==> config.mk <==
export PLATFORM = sky130hd
export DESIGN_NAME = sym_packer_flat
export DESIGN_NICKNAME = d
export VERILOG_FILES = /design/src/rtl/sym_packer_if.sv /design/src/rtl/sym_packer.sv /design/src/flat_wrapper.sv
export SDC_FILE = /design/constraint.sdc
export NUM_CORES = 1
export LEC_CHECK = 0
export CORE_MARGIN = 4
export CORE_UTILIZATION = 25
export DETAILED_ROUTE_END_ITERATION = 8
export PLACE_DENSITY_LB_ADDON = 0.12
export SLEW_MARGIN = 30
export SYNTH_ARGS = -nofsm -noshare
export SYNTH_HDL_FRONTEND = slang
export SYNTH_SLANG_ARGS = --single-unit
==> constraint.sdc <==
create_clock -name clk -period 3.65 [get_ports clk]
set_input_delay 0.73 -clock clk [delete_from_list [all_inputs] [get_ports clk]]
set_output_delay 0.73 -clock clk [all_outputs]
set_load 0.05 [all_outputs]
==> src/rtl/sym_packer_if.sv <==
// Handshake bundle around sym_packer: the FIFO drain side (head symbol,
// empty flag, pop strobe, flush request) and the packed-word output side
// (data, symbol count, valid/ready).
interface sym_packer_if #(
  parameter int W    = 2,
  parameter int SYMS = 4,
  parameter int CW   = 3
);
  logic [W-1:0]      io_fifo_dout;
  logic              io_fifo_empty;
  logic              io_fifo_pop;
  logic              io_flush;
  logic [W*SYMS-1:0] io_out_data;
  logic [CW-1:0]     io_out_count;
  logic              io_out_valid;
  logic              io_out_ready;

  // Packer's own view.
  modport master (
    input  io_fifo_dout, io_fifo_empty, io_flush, io_out_ready,
    output io_fifo_pop, io_out_data, io_out_count, io_out_valid
  );

  // Surrounding logic: upstream FIFO, flush source and downstream consumer.
  modport slave (
    output io_fifo_dout, io_fifo_empty, io_flush, io_out_ready,
    input  io_fifo_pop, io_out_data, io_out_count, io_out_valid
  );
endinterface

==> src/rtl/sym_packer.sv <==
// Symbol packer: drains a first-word-fall-through FIFO one symbol per pop,
// packs SYMS symbols LSB-first into a word and holds it on a valid/ready
// output. A flush emits a partial word with its symbol count; slots not
// filled read as zero.
module sym_packer #(
  parameter int W    = 2,
  parameter int SYMS = 4,
  parameter int CW   = 3
) (
  input  logic         clk,
  input  logic         reset,
  sym_packer_if.master bus
);

  localparam int IW = $clog2(SYMS);
  localparam int DW = W * SYMS;

  typedef enum logic {
    FILL = 1'b0,
    HOLD = 1'b1
  } state_t;

  state_t         state_q, state_d;
  logic [IW-1:0]  idx_q, idx_d;
  logic [DW-1:0]  data_q, data_d;
  logic [CW-1:0]  count_q, count_d;
  logic [CW-1:0]  fill_cnt;
  logic           pop;

  // State register; reset abandons any held word without a handshake.
  // NOTE: sequential state uses <= so every flop samples pre-edge values.
  always_ff @(posedge clk) begin
    if (reset) state_q <= FILL;
    else       state_q <= state_d;
  end

  // Slot index, packed data and symbol count registers.
  always_ff @(posedge clk) begin
    if (reset) begin
      idx_q   <= '0;
      data_q  <= '0;
      count_q <= '0;
    end else begin
      idx_q   <= idx_d;
      data_q  <= data_d;
      count_q <= count_d;
    end
  end

  // Next-state, datapath update and pop decode.
  always_comb begin
    // NOTE: every target gets a default first so no path infers a latch.
    state_d  = state_q;
    idx_d    = idx_q;
    data_d   = data_q;
    count_d  = count_q;
    pop      = 1'b0;
    fill_cnt = CW'(idx_q);

    unique case (state_q)
      FILL: begin
        pop      = ~bus.io_fifo_empty & ~reset;
        fill_cnt = CW'(idx_q) + CW'(pop);
        if (pop) begin
          for (int i = 0; i < SYMS; i++) begin
            if (idx_q == IW'(i)) data_d[i*W +: W] = bus.io_fifo_dout;
          end
          idx_d = idx_q + IW'(1);
        end
        if (pop && idx_q == IW'(SYMS - 1)) begin
          state_d = HOLD;
          count_d = CW'(SYMS);
          idx_d   = '0;
        end else if (bus.io_flush && fill_cnt != '0) begin
          // A symbol popped alongside the flush is part of this word.
          state_d = HOLD;
          count_d = fill_cnt;
          idx_d   = '0;
        end
      end
      HOLD: begin
        if (bus.io_out_ready) begin
          state_d = FILL;
          data_d  = '0;
          count_d = '0;
          idx_d   = '0;
        end
      end
      default: state_d = FILL;
    endcase
  end

  assign bus.io_fifo_pop  = pop;
  assign bus.io_out_data  = data_q;
  assign bus.io_out_count = count_q;
  assign bus.io_out_valid = (state_q == HOLD);

endmodule
==> src/flat_wrapper.sv <==
// flat-port wrapper written by rule: the top's interface ports become plain ports
module sym_packer_flat 
#(
  parameter int W    = 2,
  parameter int SYMS = 4,
  parameter int CW   = 3
)
  (clk, reset, bus_io_fifo_dout, bus_io_fifo_empty, bus_io_flush, bus_io_out_ready, bus_io_fifo_pop, bus_io_out_data, bus_io_out_count, bus_io_out_valid);
  sym_packer_if #(.W(W), .SYMS(SYMS), .CW(CW)) bus_i ();
  input  logic clk;
  input  logic reset;
  input wire logic [$bits(bus_i.io_fifo_dout)-1:0] bus_io_fifo_dout;
  input wire logic [$bits(bus_i.io_fifo_empty)-1:0] bus_io_fifo_empty;
  input wire logic [$bits(bus_i.io_flush)-1:0] bus_io_flush;
  input wire logic [$bits(bus_i.io_out_ready)-1:0] bus_io_out_ready;
  output wire logic [$bits(bus_i.io_fifo_pop)-1:0] bus_io_fifo_pop;
  output wire logic [$bits(bus_i.io_out_data)-1:0] bus_io_out_data;
  output wire logic [$bits(bus_i.io_out_count)-1:0] bus_io_out_count;
  output wire logic [$bits(bus_i.io_out_valid)-1:0] bus_io_out_valid;
  assign bus_i.io_fifo_dout = bus_io_fifo_dout;
  assign bus_i.io_fifo_empty = bus_io_fifo_empty;
  assign bus_i.io_flush = bus_io_flush;
  assign bus_i.io_out_ready = bus_io_out_ready;
  assign bus_io_fifo_pop = bus_i.io_fifo_pop;
  assign bus_io_out_data = bus_i.io_out_data;
  assign bus_io_out_count = bus_i.io_out_count;
  assign bus_io_out_valid = bus_i.io_out_valid;
  sym_packer #(.W(W), .SYMS(SYMS), .CW(CW)) u_core (.clk(clk), .reset(reset), .bus(bus_i));
endmodule
==> results of run 1 <==
-- how the worst max path moves through the flow --
stage                      from                          to  slack [ns]  cells after the start
final                     reset             bus_io_fifo_pop         1.0                      4
after global routing      reset             bus_io_fifo_pop        0.93                      4
after CTS                 reset             bus_io_fifo_pop        1.01                      4
after detailed placement  reset  u_core.bus.io_out_count[2]        0.94                      6
after global placement    reset  u_core.bus.io_out_count[2]        0.97                      6
after floorplan           reset  u_core.bus.io_out_count[2]        1.27                      7
-- worst min-delay path: stages, from the launching register on --
cell	delay, ns
dfxtp_1	0.32
nand3_1	0.06
a21oi_1	0.06
-- final cells by class --
type                            instances  area share [%]
Multi-Input combinational cell         71            44.0
Sequential cell                        14            26.4
Timing Repair Buffer                   21            20.3
Tap cell                               44            5.19
Clock buffer                            4            3.42
Inverter                                2           0.708
-- flip-flops by register name, indices dropped and copies added (netlist names) --
name	cells
u_core.bus.io_out_data	8
u_core.idx_q	2
u_core.bus.io_out_count	3
u_core.bus.io_out_valid	1
-- metal layers --
layer / track usage, % / vias up
li1: - / 376
met1: 11.9 / 354
met2: 15.5 / 19
met3: 2.28 / 2
met4: 4.49 / 0
met5: 0 / -
-- cell usage after synthesis, types with 2 or more instances --
cell       n
nand3_1   18
dfxtp_1   14
a21oi_1   11
nand2b_1   6
ha_1       5
nand2_1    5
nor2_1     4
buf_2      3
nor3_1     3
a21o_1     2
inv_1      2
o21ba_1    2
-- cells by family after synthesis --
group | count (synthesis) | share of synthesized area (%)
compound gates | 26 | 23.6
buf+inv | 8 | 5.24
flops | 14 | 35.6
mux | 1 | 1.27
fa+ha+maj | 5 | 7.94
simple gates | 39 | 26.3
-- stage by stage --
stage	hold WS, ns	cells	utilization, %	power (mW)	area [µm²]
2_1_floorplan	0.499	93	-	0.401	788
3_3_place_gp	0.457	152	33.8	0.478	1020
3_5_place_dp	0.463	152	33.8	0.477	1020
4_1_cts	0.476	156	35.0	0.592	1060
5_1_grt	0.500	156	35.0	0.627	1060
6_report	0.471	156	35.0	0.584	1060
-- power by group through the flow --
stage / Combinational (mW) / Clock (mW) / Sequential (mW)
6_report: 0.263 / 0.112 / 0.209
5_1_grt: 0.285 / 0.125 / 0.216
3_5_place_dp: 0.264 / 0 / 0.213
3_3_place_gp: 0.264 / 0 / 0.214
2_1_floorplan: 0.152 / 0 / 0.249
4_1_cts: 0.265 / 0.119 / 0.209
==> flow_metrics.env, run 1 <==
export IMPL_crit_family="buffers and inverters"
export IMPL_wirelength_um=1870
export IMPL_leakage_nw=0.364
export IMPL_p_sw_uw=240
export IMPL_synth_area_leaders="dfxtp_1, nand3_1, ha_1"
export IMPL_start_util_pct=26.0
export IMPL_finClkSkew_ns=0.000530
export IMPL_antenna_found_initial=0
export IMPL_crit_buf_inv=3
export IMPL_synth_top_cell_area_share_pct=35.6
export IMPL_synthCells=93
export IMPL_critPathArrivalTime_ns=1.92
export IMPL_hpwlAfterDp_um=1410
export IMPL_io_pin_count=20
export IMPL_cts_resized=0
export IMPL_route_met2_wl_um=802
export IMPL_combPwrFrac_pct=45.0
export IMPL_finalCritPeriodShare_pct=72.7
export IMPL_multi_input_area_um2=467
export IMPL_seqPwrFrac_pct=35.7
export IMPL_worstHoldEndpoint="u_core.bus.io_out_data[2]"
export IMPL_finalSetupTns_ns=0
export IMPL_layout_nets=125
export IMPL_fp_dieH_um=64.2
export IMPL_start_kind="input pin"
export IMPL_postSynthAreaPerCell_um2=8.48
export IMPL_syn_num_nets=105
export IMPL_ant_nets=0
export IMPL_hold_viol_final=0
export IMPL_port_buffers=19
export IMPL_synth_edf_count=0
export IMPL_viasPerCell=4.81
export IMPL_slew_violations=0
export IMPL_drc=0
export IMPL_synthFlopType="dfxtp_1"
export IMPL_seq_area_frac_synth_pct=35.6
export IMPL_drt_iter0_drc=21
export IMPL_worstPathMaxFanout=13
export IMPL_min_path_cells=2
export IMPL_holdBufCountCts=0
export IMPL_hold_path_class="flip-flop to flip-flop"
export IMPL_power_frac_clock_pct=19.2
export IMPL_yosysUniqueCellTypes=30
export IMPL_rsz0062_at_grt="no"
export IMPL_cts_sinks=14
export IMPL_cts_clk_slew_worst_paths_ns=0.09
export IMPL_root_buffer="clkbuf_4"
export IMPL_hold_start="u_core.bus.io_out_data[2]"
export IMPL_synth_async_reset_ratio_pct=0
export IMPL_wl_met1_um=957
export IMPL_cts_buffer_depth=2
export IMPL_vias=751
export IMPL_r2r_cells=6
export IMPL_area_delta_synth_final_pct=34.6
export IMPL_layout_setup_ws_ns=0.997
export IMPL_design_die_area_um2=4120
export IMPL_grtUsageTotal_pct=9.56
export IMPL_top_layer="met4"
export IMPL_ys_ff_latch=14
export IMPL_reg2reg_from="u_core.idx_q[0]"
export IMPL_crit_chain="clkdlybuf4s50_1 > nor3_2 > buf_4 > buf_12"
export IMPL_mostFrequentLayoutCells="nand3_1, clkdlybuf4s50_1, dfxtp_1"
export IMPL_cp_end_kind="output port"
export IMPL_tightestPinTransition_ns=0.498
export IMPL_grt_pass1_vias=700
export IMPL_detail_route_wl_per_cell_um=12.0
export IMPL_overflow=0
export IMPL_grt_pass1_wl_um=3150
export IMPL_power_internal_uw=344
export IMPL_switching_share_pct=41.1
export IMPL_coreArea_um2=3030
export IMPL_grt_max_degree=15
export IMPL_timing_rr_end="u_core.bus.io_out_count[2]"
export IMPL_clk_latency_ns=0.28
export IMPL_timing_slew_headroom_pct=66.7
export IMPL_critPathMaxStageDelay_ns=0.58
export IMPL_dr_pass1_iters=4
export IMPL_r2r_slack_ns=1.60
export IMPL_dpl_worst_slack_ns=0.944
export IMPL_ys_warnings_count=0
export IMPL_crit_required_ns=2.92
export IMPL_cpMaxStageDelayCell="clkdlybuf4s50_1"
export IMPL_drive_gt1_share_pct=9.82
export IMPL_status="finished clean"
export IMPL_ctsHtreeMaxLevel=1
export IMPL_syn_area_um2=788
export IMPL_setup_violations=0
export IMPL_regArea_um2=280
export IMPL_post_cts_buffers=0
export IMPL_rows=20
export IMPL_yosysTopAreaCell="dfxtp_1"
export IMPL_die_w_um=64.2
export IMPL_power_density_nw_per_um2=550
export IMPL_period_minus_slack_ns=2.65
export IMPL_gp_congestion=0.824
export IMPL_fill_cells=329
export IMPL_crit_type="input pin to output port"
export IMPL_ir_worst_vdd_v=0.000226
export IMPL_fmax_mhz=377
export IMPL_cts_tree="yes"
export IMPL_max_cap_violations=0
export IMPL_cts_buffers=3
export IMPL_diodes=0
export IMPL_met3WireLength_um=99
No activity file was read; power rests on OpenSTA's default activity.
==> run 2, diff against run 1 <==
==> constraint.sdc (replaced) <==
create_clock -name clk -period 2.5 [get_ports clk]
set_input_delay 0.5 -clock clk [delete_from_list [all_inputs] [get_ports clk]]
set_output_delay 0.5 -clock clk [all_outputs]
set_load 0.05 [all_outputs]
==> run 2 against run 1 <==
  * Total power rose by 48%
  * Sequential power increased by 37%
  * Flip-flop and latch count stayed put
  * Setup slack got worse by 0.70 ns
  * Clock power increased by 50%
  * First-iteration DRC count rose by 100%
  * Hold slack barely moved
  * Critical endpoint is now bus_io_out_valid
  * Cell area grew 1.4%
  * Clock skew about the same
  * Via count is 3.5% higher
  * Cell count up 1.3%
  * Sequential share of layout area down 0.37 points
==> flow_metrics.env, run 2 (same netlist as run 1, synthesis figures left out) <==
export IMPL_dr_pass1_iters=4
export IMPL_critPathMaxStageDelay_ns=0.87
export IMPL_crit_family="buffers and inverters"
export IMPL_ctsHtreeMaxLevel=1
export IMPL_design_die_area_um2=4120
export IMPL_ant_nets=0
export IMPL_diodes=0
export IMPL_viasPerCell=4.92
export IMPL_worstHoldEndpoint="u_core.bus.io_out_data[4]"
export IMPL_drive_gt1_share_pct=11.4
export IMPL_finClkSkew_ns=0.000264
export IMPL_power_density_nw_per_um2=805
export IMPL_reg2reg_from="u_core.idx_q[0]"
export IMPL_grtUsageTotal_pct=10.6
export IMPL_grt_pass1_vias=788
export IMPL_slew_violations=0
export IMPL_rows=20
export IMPL_fin_util_pct=35.5
export IMPL_drt_iter0_drc=43
export IMPL_cts_buffers=3
export IMPL_drc=0
export IMPL_area_delta_synth_final_pct=36.5
export IMPL_setup_violations=0
export IMPL_cts_clk_slew_worst_paths_ns=0.09
export IMPL_cp_end_kind="output port"
export IMPL_crit_type="flip-flop to output port"
export IMPL_start_util_pct=26.0
export IMPL_rsz0062_at_grt="no"
export IMPL_largest_register_ffs=8
export IMPL_power_frac_clock_pct=19.4
export IMPL_worstPathMaxFanout=10
export IMPL_ir_worst_vdd_v=0.000291
export IMPL_cts_sinks=14
export IMPL_combPwrFrac_pct=47.5
export IMPL_start_kind="flip-flop"
export IMPL_leakage_nw=0.374
export IMPL_fill_cells=322
export IMPL_cts_buffer_depth=2
export IMPL_grt_max_degree=22
export IMPL_fin_hold_ws_ns=0.470
export IMPL_hold_start="u_core.bus.io_out_data[4]"
export IMPL_tightestPinTransition_ns=0.495
export IMPL_timing_slew_headroom_pct=66.9
export IMPL_coreArea_um2=3030
export IMPL_r2r_slack_ns=0.73
export IMPL_wirelength_um=1900
export IMPL_grt_pass1_wl_um=3440
export IMPL_vias=777
export IMPL_timing_rr_end="u_core.bus.io_out_count[2]"
export IMPL_cts_tree="yes"
export IMPL_holdBufCountCts=0
export IMPL_mostFrequentLayoutCells="nand3_1, clkdlybuf4s50_1, dfxtp_1"
export IMPL_fp_dieH_um=64.2
export IMPL_layout_nets=127
export IMPL_detail_route_wl_per_cell_um=12.0
export IMPL_cts_resized=0
export IMPL_crit_chain="clkdlybuf4s50_1"
export IMPL_switching_share_pct=41.1
export IMPL_crit_buf_inv=1
export IMPL_hold_path_class="flip-flop to flip-flop"
export IMPL_overflow=0
export IMPL_finalCritPeriodShare_pct=87.9
export IMPL_p_sw_uw=356
export IMPL_max_cap_violations=0
export IMPL_r2r_cells=6
export IMPL_seqPwrFrac_pct=33.2
export IMPL_cpMaxStageDelayCell="clkdlybuf4s50_1"
export IMPL_min_path_cells=2
export IMPL_fmax_mhz=455
export IMPL_clk_latency_ns=0.28
export IMPL_period_minus_slack_ns=2.20
export IMPL_gp_congestion=0.814
export IMPL_critPathArrivalTime_ns=1.70
export IMPL_root_buffer="clkbuf_4"
export IMPL_hpwlAfterDp_um=1420
export IMPL_status="finished clean"
export IMPL_port_buffers=19
export IMPL_crit_required_ns=2.00
export IMPL_antenna_found_initial=0
export IMPL_die_w_um=64.2
export IMPL_power_internal_uw=511
export IMPL_post_cts_buffers=0
export IMPL_hold_viol_final=0
export IMPL_finalSetupTns_ns=0
export IMPL_io_pin_count=20
[run 2: cell types whose count changed in the layout (fill, tap and decap cells not counted), sizes merged]
cell  previous run  this run
buf              3         5
[run 2: worst max-delay path by stage]
stage,startpoint,endpoint,slack [ns],cells past startpoint
after floorplan,reset,u_core.bus.io_out_count[2],0.35,7
after global placement,reset,u_core.bus.io_out_count[2],0.27,6
after detailed placement,reset,u_core.bus.io_out_count[2],0.25,6
after CTS,u_core.bus.io_out_valid,bus_io_out_valid,0.26,1
after global routing,u_core.bus.io_out_valid,bus_io_out_valid,0.20,1
final,u_core.bus.io_out_valid,bus_io_out_valid,0.30,1
[run 2: through the flow]
stage / area (µm²) / power, mW / cells / setup WS, ns
2_1_floorplan: 788 / 0.585 / 93 / 0.352
3_3_place_gp: 1040 / 0.707 / 154 / 0.266
3_5_place_dp: 1040 / 0.707 / 154 / 0.246
4_1_cts: 1080 / 0.882 / 158 / 0.263
5_1_grt: 1080 / 0.936 / 158 / 0.200
6_report: 1080 / 0.867 / 158 / 0.302
[run 2: metal layers]
layer | track usage [%] | part of all wire, % | up-vias | routed length (µm)
met3 | 5.10 | 6.5 | 4 | 123
met5 | 0 | 0 | - | 0
met4 | 4.22 | 1.8 | 0 | 34
met2 | 17.4 | 48 | 23 | 913
met1 | 11.8 | 44 | 368 | 826
li1 | - | - | 382 | -
[run 2: power by group through the flow]
stage               sequential, mW  clock [mW]  combinational (mW)
global route                 0.296       0.193               0.447
detailed placement           0.293           0               0.413
global placement             0.293           0               0.414
CTS                          0.288       0.179               0.415
floorplan                    0.364           0               0.222
finish                       0.287       0.168               0.411
[run 2: final cells by class]
cell class | instances | area (µm²) | area share [%]
Multi-Input combinational cell | 71 | 467 | 43.4
Tap cell | 44 | 55.1 | 5.12
Timing Repair Buffer | 23 | 230 | 21.4
Clock buffer | 4 | 36.3 | 3.37
Inverter | 2 | 7.51 | 0.698
Sequential cell | 14 | 280 | 26.0
